[src/rtl/fetch_unit.sv]
// 6502 fetch sequencer: reads 1-3 byte instructions from byte-wide sync memory; FETCH_VECTOR_EN adds a reset-vector load from FFFC/FFFD.
// Latency REQ_OP->instr_valid 2/4/6 cycles for 1/2/3 bytes; valid/ready backpressure holds all outputs with mem_rd=0.
module fetch_unit #(
  parameter logic [15:0] RESET_PC = 16'h0200
) (
  input  logic        clk,
  input  logic        rst,
  output logic        mem_rd,
  output logic [15:0] mem_addr,
  input  logic [7:0]  mem_rdata,
  output logic        instr_valid,
  input  logic        instr_ready,
  output logic [7:0]  opcode,
  output logic [15:0] operand,
  output logic [1:0]  instr_len,
  output logic [15:0] instr_pc,
  input  logic        redirect_valid,
  input  logic [15:0] redirect_pc
);

  typedef enum logic [3:0] {
    VEC_LO_REQ,
    VEC_LO_WAIT,
    VEC_HI_REQ,
    VEC_HI_WAIT,
    REQ_OP,
    WAIT_OP,
    REQ_LO,
    WAIT_LO,
    REQ_HI,
    WAIT_HI,
    HOLD
  } state_t;

`ifdef FETCH_VECTOR_EN
  localparam state_t      RESET_STATE = VEC_LO_REQ;
  localparam logic [15:0] PC_INIT     = 16'h0000;
`else
  localparam state_t      RESET_STATE = REQ_OP;
  localparam logic [15:0] PC_INIT     = RESET_PC;
`endif

  // Must agree with the decoder's instr_size table.
  function automatic logic [1:0] len_of(input logic [7:0] op);
    case (op)
      8'hA9, 8'hA5, 8'h85, 8'h69, 8'hE9, 8'h29: len_of = 2'd2;
      8'h4C:                                    len_of = 2'd3;
      default:                                  len_of = 2'd1;
    endcase
  endfunction

  state_t      state;
  state_t      state_nxt;
  logic [15:0] pc;
  logic        mem_rd_q;
  logic        rd_req;
  logic [15:0] rd_addr;

  // A redirect landing on a request cycle would otherwise issue a read in the
  // very next cycle; mem_rd_q holds the request off for one cycle, which also
  // lets the aborted read's data drain unused.
  always_comb begin
    state_nxt = state;
    rd_req    = 1'b0;
    rd_addr   = pc;
    case (state)
      VEC_LO_REQ: begin
        rd_addr = 16'hFFFC;
        if (!mem_rd_q) begin
          rd_req    = 1'b1;
          state_nxt = VEC_LO_WAIT;
        end
      end
      VEC_LO_WAIT: state_nxt = VEC_HI_REQ;
      VEC_HI_REQ: begin
        rd_addr = 16'hFFFD;
        if (!mem_rd_q) begin
          rd_req    = 1'b1;
          state_nxt = VEC_HI_WAIT;
        end
      end
      VEC_HI_WAIT: state_nxt = REQ_OP;
      REQ_OP: begin
        if (!mem_rd_q) begin
          rd_req    = 1'b1;
          state_nxt = WAIT_OP;
        end
      end
      WAIT_OP: state_nxt = (len_of(mem_rdata) == 2'd1) ? HOLD : REQ_LO;
      REQ_LO: begin
        if (!mem_rd_q) begin
          rd_req    = 1'b1;
          state_nxt = WAIT_LO;
        end
      end
      WAIT_LO: state_nxt = (instr_len == 2'd3) ? REQ_HI : HOLD;
      REQ_HI: begin
        if (!mem_rd_q) begin
          rd_req    = 1'b1;
          state_nxt = WAIT_HI;
        end
      end
      WAIT_HI: state_nxt = HOLD;
      HOLD: begin
        if (instr_ready) state_nxt = REQ_OP;
      end
      default: state_nxt = REQ_OP;
    endcase
    if (redirect_valid) state_nxt = REQ_OP;
  end

  assign mem_rd   = rd_req & ~rst;
  assign mem_addr = mem_rd ? rd_addr : 16'h0000;

  always_ff @(posedge clk or posedge rst) begin
    if (rst) begin
      state       <= RESET_STATE;
      pc          <= PC_INIT;
      mem_rd_q    <= 1'b0;
      instr_valid <= 1'b0;
      opcode      <= 8'h00;
      operand     <= 16'h0000;
      instr_len   <= 2'd1;
      instr_pc    <= 16'h0000;
    end else begin
      state       <= state_nxt;
      mem_rd_q    <= mem_rd;
      instr_valid <= (state_nxt == HOLD);
      if (redirect_valid) begin
        pc <= redirect_pc;
      end else begin
        case (state)
          VEC_LO_WAIT: pc[7:0]  <= mem_rdata;
          VEC_HI_WAIT: pc[15:8] <= mem_rdata;
          REQ_OP: begin
            if (rd_req) begin
              instr_pc <= pc;
              operand  <= 16'h0000;
            end
          end
          WAIT_OP: begin
            opcode    <= mem_rdata;
            instr_len <= len_of(mem_rdata);
            pc        <= pc + 16'd1;
          end
          WAIT_LO: begin
            operand[7:0] <= mem_rdata;
            pc           <= pc + 16'd1;
          end
          WAIT_HI: begin
            operand[15:8] <= mem_rdata;
            pc            <= pc + 16'd1;
          end
          default: ;
        endcase
      end
    end
  end

endmodule

[config.mk]
export PLATFORM = sky130hd
export DESIGN_NAME = fetch_unit
export DESIGN_NICKNAME = d
export VERILOG_FILES = /design/src/rtl/fetch_unit.sv
export SDC_FILE = /design/constraint.sdc
export NUM_CORES = 1
export LEC_CHECK = 0
export BUFFER_PORTS_ARGS = -buffer_cell sky130_fd_sc_hd__buf_2
export CAP_MARGIN = 20
export CORE_ASPECT_RATIO = 1.4
export CORE_MARGIN = 8
export CORE_UTILIZATION = 45
export CTS_CLUSTER_DIAMETER = 60
export DETAILED_ROUTE_END_ITERATION = 6
export PLACE_DENSITY = 0.74
export RECOVER_POWER = 100
export SYNTH_ARGS = -nofsm -noshare
export SYNTH_HDL_FRONTEND = slang
export SYNTH_SLANG_ARGS = --single-unit
export TNS_END_PERCENT = 30
[constraint.sdc]
create_clock -name clk -period 3.2 [get_ports clk]
set_input_delay 0.64 -clock clk [delete_from_list [all_inputs] [get_ports clk]]
set_output_delay 0.64 -clock clk [all_outputs]
set_load 0.01 [all_outputs]
==> impl_metrics.csv <==
group,metric,value,unit
detailed_routing,first_pass_iters,4,
layout,multi_input_area,0.00162,mm²
critical_path,path_cells,"nor3_2 -> clkbuf_2 -> nor4b_1 -> clkbuf_1",
cts,insertion_delay,360,ps
detailed_routing,drc_errors,0,
layout,fill_cells,745,
logic_synthesis,synthCells,356,
sta,final_max_slew_viol_count,0,
logic_synthesis,yosysMostFrequentCell,"nand2_1",
grt,first_global_vias,3306,
critical_path,cp.arrival,2110,ps
logic_synthesis,yosys_register_bits,64,
die,boundaryPins,88,
sta,finalSetupViolCount,0,
logic_synthesis,synth_top_area_frac,0.453,
power,irDropWorstVdd,0.374,mV
critical_path,regToRegSetupSlack,570,ps
grt,antenna_found_initial,0,
critical_path,crit_family,"flip-flops",
die,dieArea,0.0106,mm²
layout,drive_gt1_frac,0.144,
sta,setup_tns,0,ps
cts,clock-sinks,64,
critical_path,reg2reg_from,"state[2]",
job,max-cap-violations,0,
sta,fin_crit_sh,0.860,
layout,n_antenna_cell,0,
critical_path,cpMaxStageDelayCell,"dfstp_1",
sta,skew,12.5,ps
detailed_routing,finalWirelength,10.1,mm
power,p_sw,0.00109,W
logic_synthesis,synth_common_cells,"71 x nand2_1, 61 x dfrtp_1, 20 x nor2_1",
grt,grt_overflow,0,
cts,cts_tree,"yes",
logic_synthesis,synth.avg_cell_area,9.48,µm²
cts,cts_resized,0,
min_path,holdPathEnd,"instr_pc[11]",
sta,period_needed,2750,ps
sta,hold_ws,475,ps
die,floorplan.initialDensity,0.461,
power,pwr_density_cell,715,mW/mm²
cts,ctsHoldBuffers,0,
logic_synthesis,ys_seq_area_frac,0.476,
critical_path,reg2reg_to,"operand[2]",
layout,fin_area,0.00399,mm²
detailed_routing,vias_per_cell,5.79,
critical_path,worst-r2r-cell-count,5,
critical_path,worst_setup_path_start_kind,"flip-flop",
min_path,hold_path_depth,2,
min_path,hp-class,"flip-flop to flip-flop",
cts,cts_buffer_depth,2,
power,internal_power,0.00176,W
layout,fin_util,0.545,
critical_path,cpPeakStageDelay,810,ps
critical_path,crit_path_end_kind,"output pin",
cts,postCtsSetupRepairBufs,0,
logic_synthesis,syn_area,0.00337,mm²
critical_path,path_max_fanout,16,
critical_path,required,2560,ps
logic_synthesis,ys_top_cells_by_area,"dfrtp_1 45%, nand2_1 7.9%, a22o_1 4.7%",
die,core_area,0.00731,mm²
die,die-width,89.2,µm
sta,worstMarginPinSlew,1110,ps
place,dp_slack,762,ps
detailed_routing,wl_per_cell,18.8,µm
critical_path,setup.worst_path.class,"flip-flop to output pin",
die,die_y,118,µm
cts,clkSlewWorstSetupHoldPaths,70,ps
logic_synthesis,yosysUniqueCellTypes,61,
sta,finalHoldViolCount,0,
grt,grt_pass1_wl,16.8,mm
power,p_clk_frac,0.259,
cts,h-tree-depth,3,
place,place_area,0.00387,mm²
power,swShare,0.381,
sta,final.setup.worst_slack,448,ps
detailed_routing,postRouteAntennaNets,0,
sta,slew_headroom,0.259,
sta,fmax,0.363,GHz
cts,numCtsBuffers,9,
critical_path,cp.depth,4,
layout,seq_area,0.00161,mm²
power,pwr-share-seq,0.438,
logic_synthesis,ys_async_sr_fraction,1.00,
layout,fin_nets,467,
grt,grtUsageTotal,0.205,
logic_synthesis,syn_nets,385,
logic_synthesis,synth-edff-count,0,
sta,rsz0062_at_grt,"false",
cts,clockRootBuffer,"clkbuf_8",
critical_path,path_buf_inv,2,
place,hpwl,7.34,mm
detailed_routing,num_vias,3127,
logic_synthesis,ys_warn_count,0,
status,outcome,"completed",
place,io_buffers,87,
layout,area_growth,18.2,%
place,gp_congestion,0.863,
die,rows,37,
grt,grt_max_degree,39,
logic_synthesis,synth_top_cell_by_area,"dfrtp_1",
logic_synthesis,synth_flop_cell,"dfrtp_1",
power,comb_power_share,0.303,
detailed_routing,drtIter0Drc,266,
power,p_leak,1.74,nW
min_path,hp-start,"instr_pc[11]",
metal layers:
| metal | share of wire | wire length [µm] | track usage | vias up |
|---|---|---|---|---|
| li1 | - | - | - | 1469 |
| met4 | 0.038 | 382 | 0.112 | 0 |
| met1 | 0.39 | 3960 | 0.237 | 1488 |
| met3 | 0.090 | 911 | 0.0624 | 29 |
| met5 | 0 | 0 | 0 | - |
| met2 | 0.48 | 4890 | 0.326 | 141 |
tightest hold or removal path, cell delays in order, from the launching register on:
cell	delay, ps
dfrtp_1	350
nand2_1	50
nand2_1	50
power by group through the flow:
stage | clock network (W) | registers [W] | logic [W]
global route | 0.000795 | 0.00128 | 0.000976
global placement | 0 | 0.00125 | 0.000913
finish | 0.000740 | 0.00125 | 0.000864
CTS | 0.000756 | 0.00124 | 0.000940
floorplan | 0 | 0.00127 | 0.000537
detailed placement | 0 | 0.00126 | 0.000936
per-stage QoR:
stage          power [W]  cells
2_1_floorplan    0.00180    356
3_3_place_gp     0.00216    524
3_5_place_dp     0.00219    524
4_1_cts          0.00294    540
5_1_grt          0.00305    540
6_report         0.00285    540
flip-flops by register name, indices dropped and copies added, names as in the netlist:
| register | cells |
|---|---|
| instr_pc | 16 |
| operand | 16 |
| pc | 16 |
| opcode | 8 |
| state | 4 |
| instr_len | 2 |
| instr_valid | 1 |
| mem_rd_q | 1 |
cells in the final DEF (no fill, tap or decap), drive strengths merged, types with 3 or more instances in the layout:
master   instances
o221ai           5
nand3b           3
o22ai            3
a211oi           3
o21a            15
buf             32
a21o             3
mux2             8
a21boi           3
inv             10
a21oi           16
dfrtp           61
and4             3
dfstp            3
o31a             3
nand3            4
nor3             8
o21ai           18
nand2b           6
nor2            21
nand2           71
clkbuf          72
nor4             5
a22o            18
nand4            3
o2bb2ai          4
and2             6
area by class of cell:
class / instances / area share
flip-flops and latches: 64 / 0.403
well taps: 97 / 0.0304
repair buffers: 94 / 0.101
multi-input cells: 262 / 0.406
clock inverters: 6 / 0.0185
inverters: 7 / 0.00659
clock buffers: 10 / 0.0345
kinds of logic after synthesis:
| logic type | share of synthesized area |
|---|---|
| buffers and inverters | 0.0404 |
| multiplexers | 0.0297 |
| flip-flops | 0.476 |
| AO/OA/AOI/OAI | 0.241 |
| XOR/XNOR | 0.00260 |
| AND/OR/NAND/NOR | 0.206 |
| adder cells (fa/ha/maj) | 0.00371 |
worst max-delay path by stage:
stage | from | slack, ps | end
4_1_cts | state[1] | 570 | mem_addr[2]
5_1_grt | state[2] | 260 | operand[6]
3_3_place_gp | state[2] | 890 | operand[4]
3_5_place_dp | state[2] | 760 | operand[2]
6_report | state[2] | 450 | mem_addr[1]
2_1_floorplan | rst | 970 | instr_len[1]
Note: power is estimated with default switching activity, not from simulation.
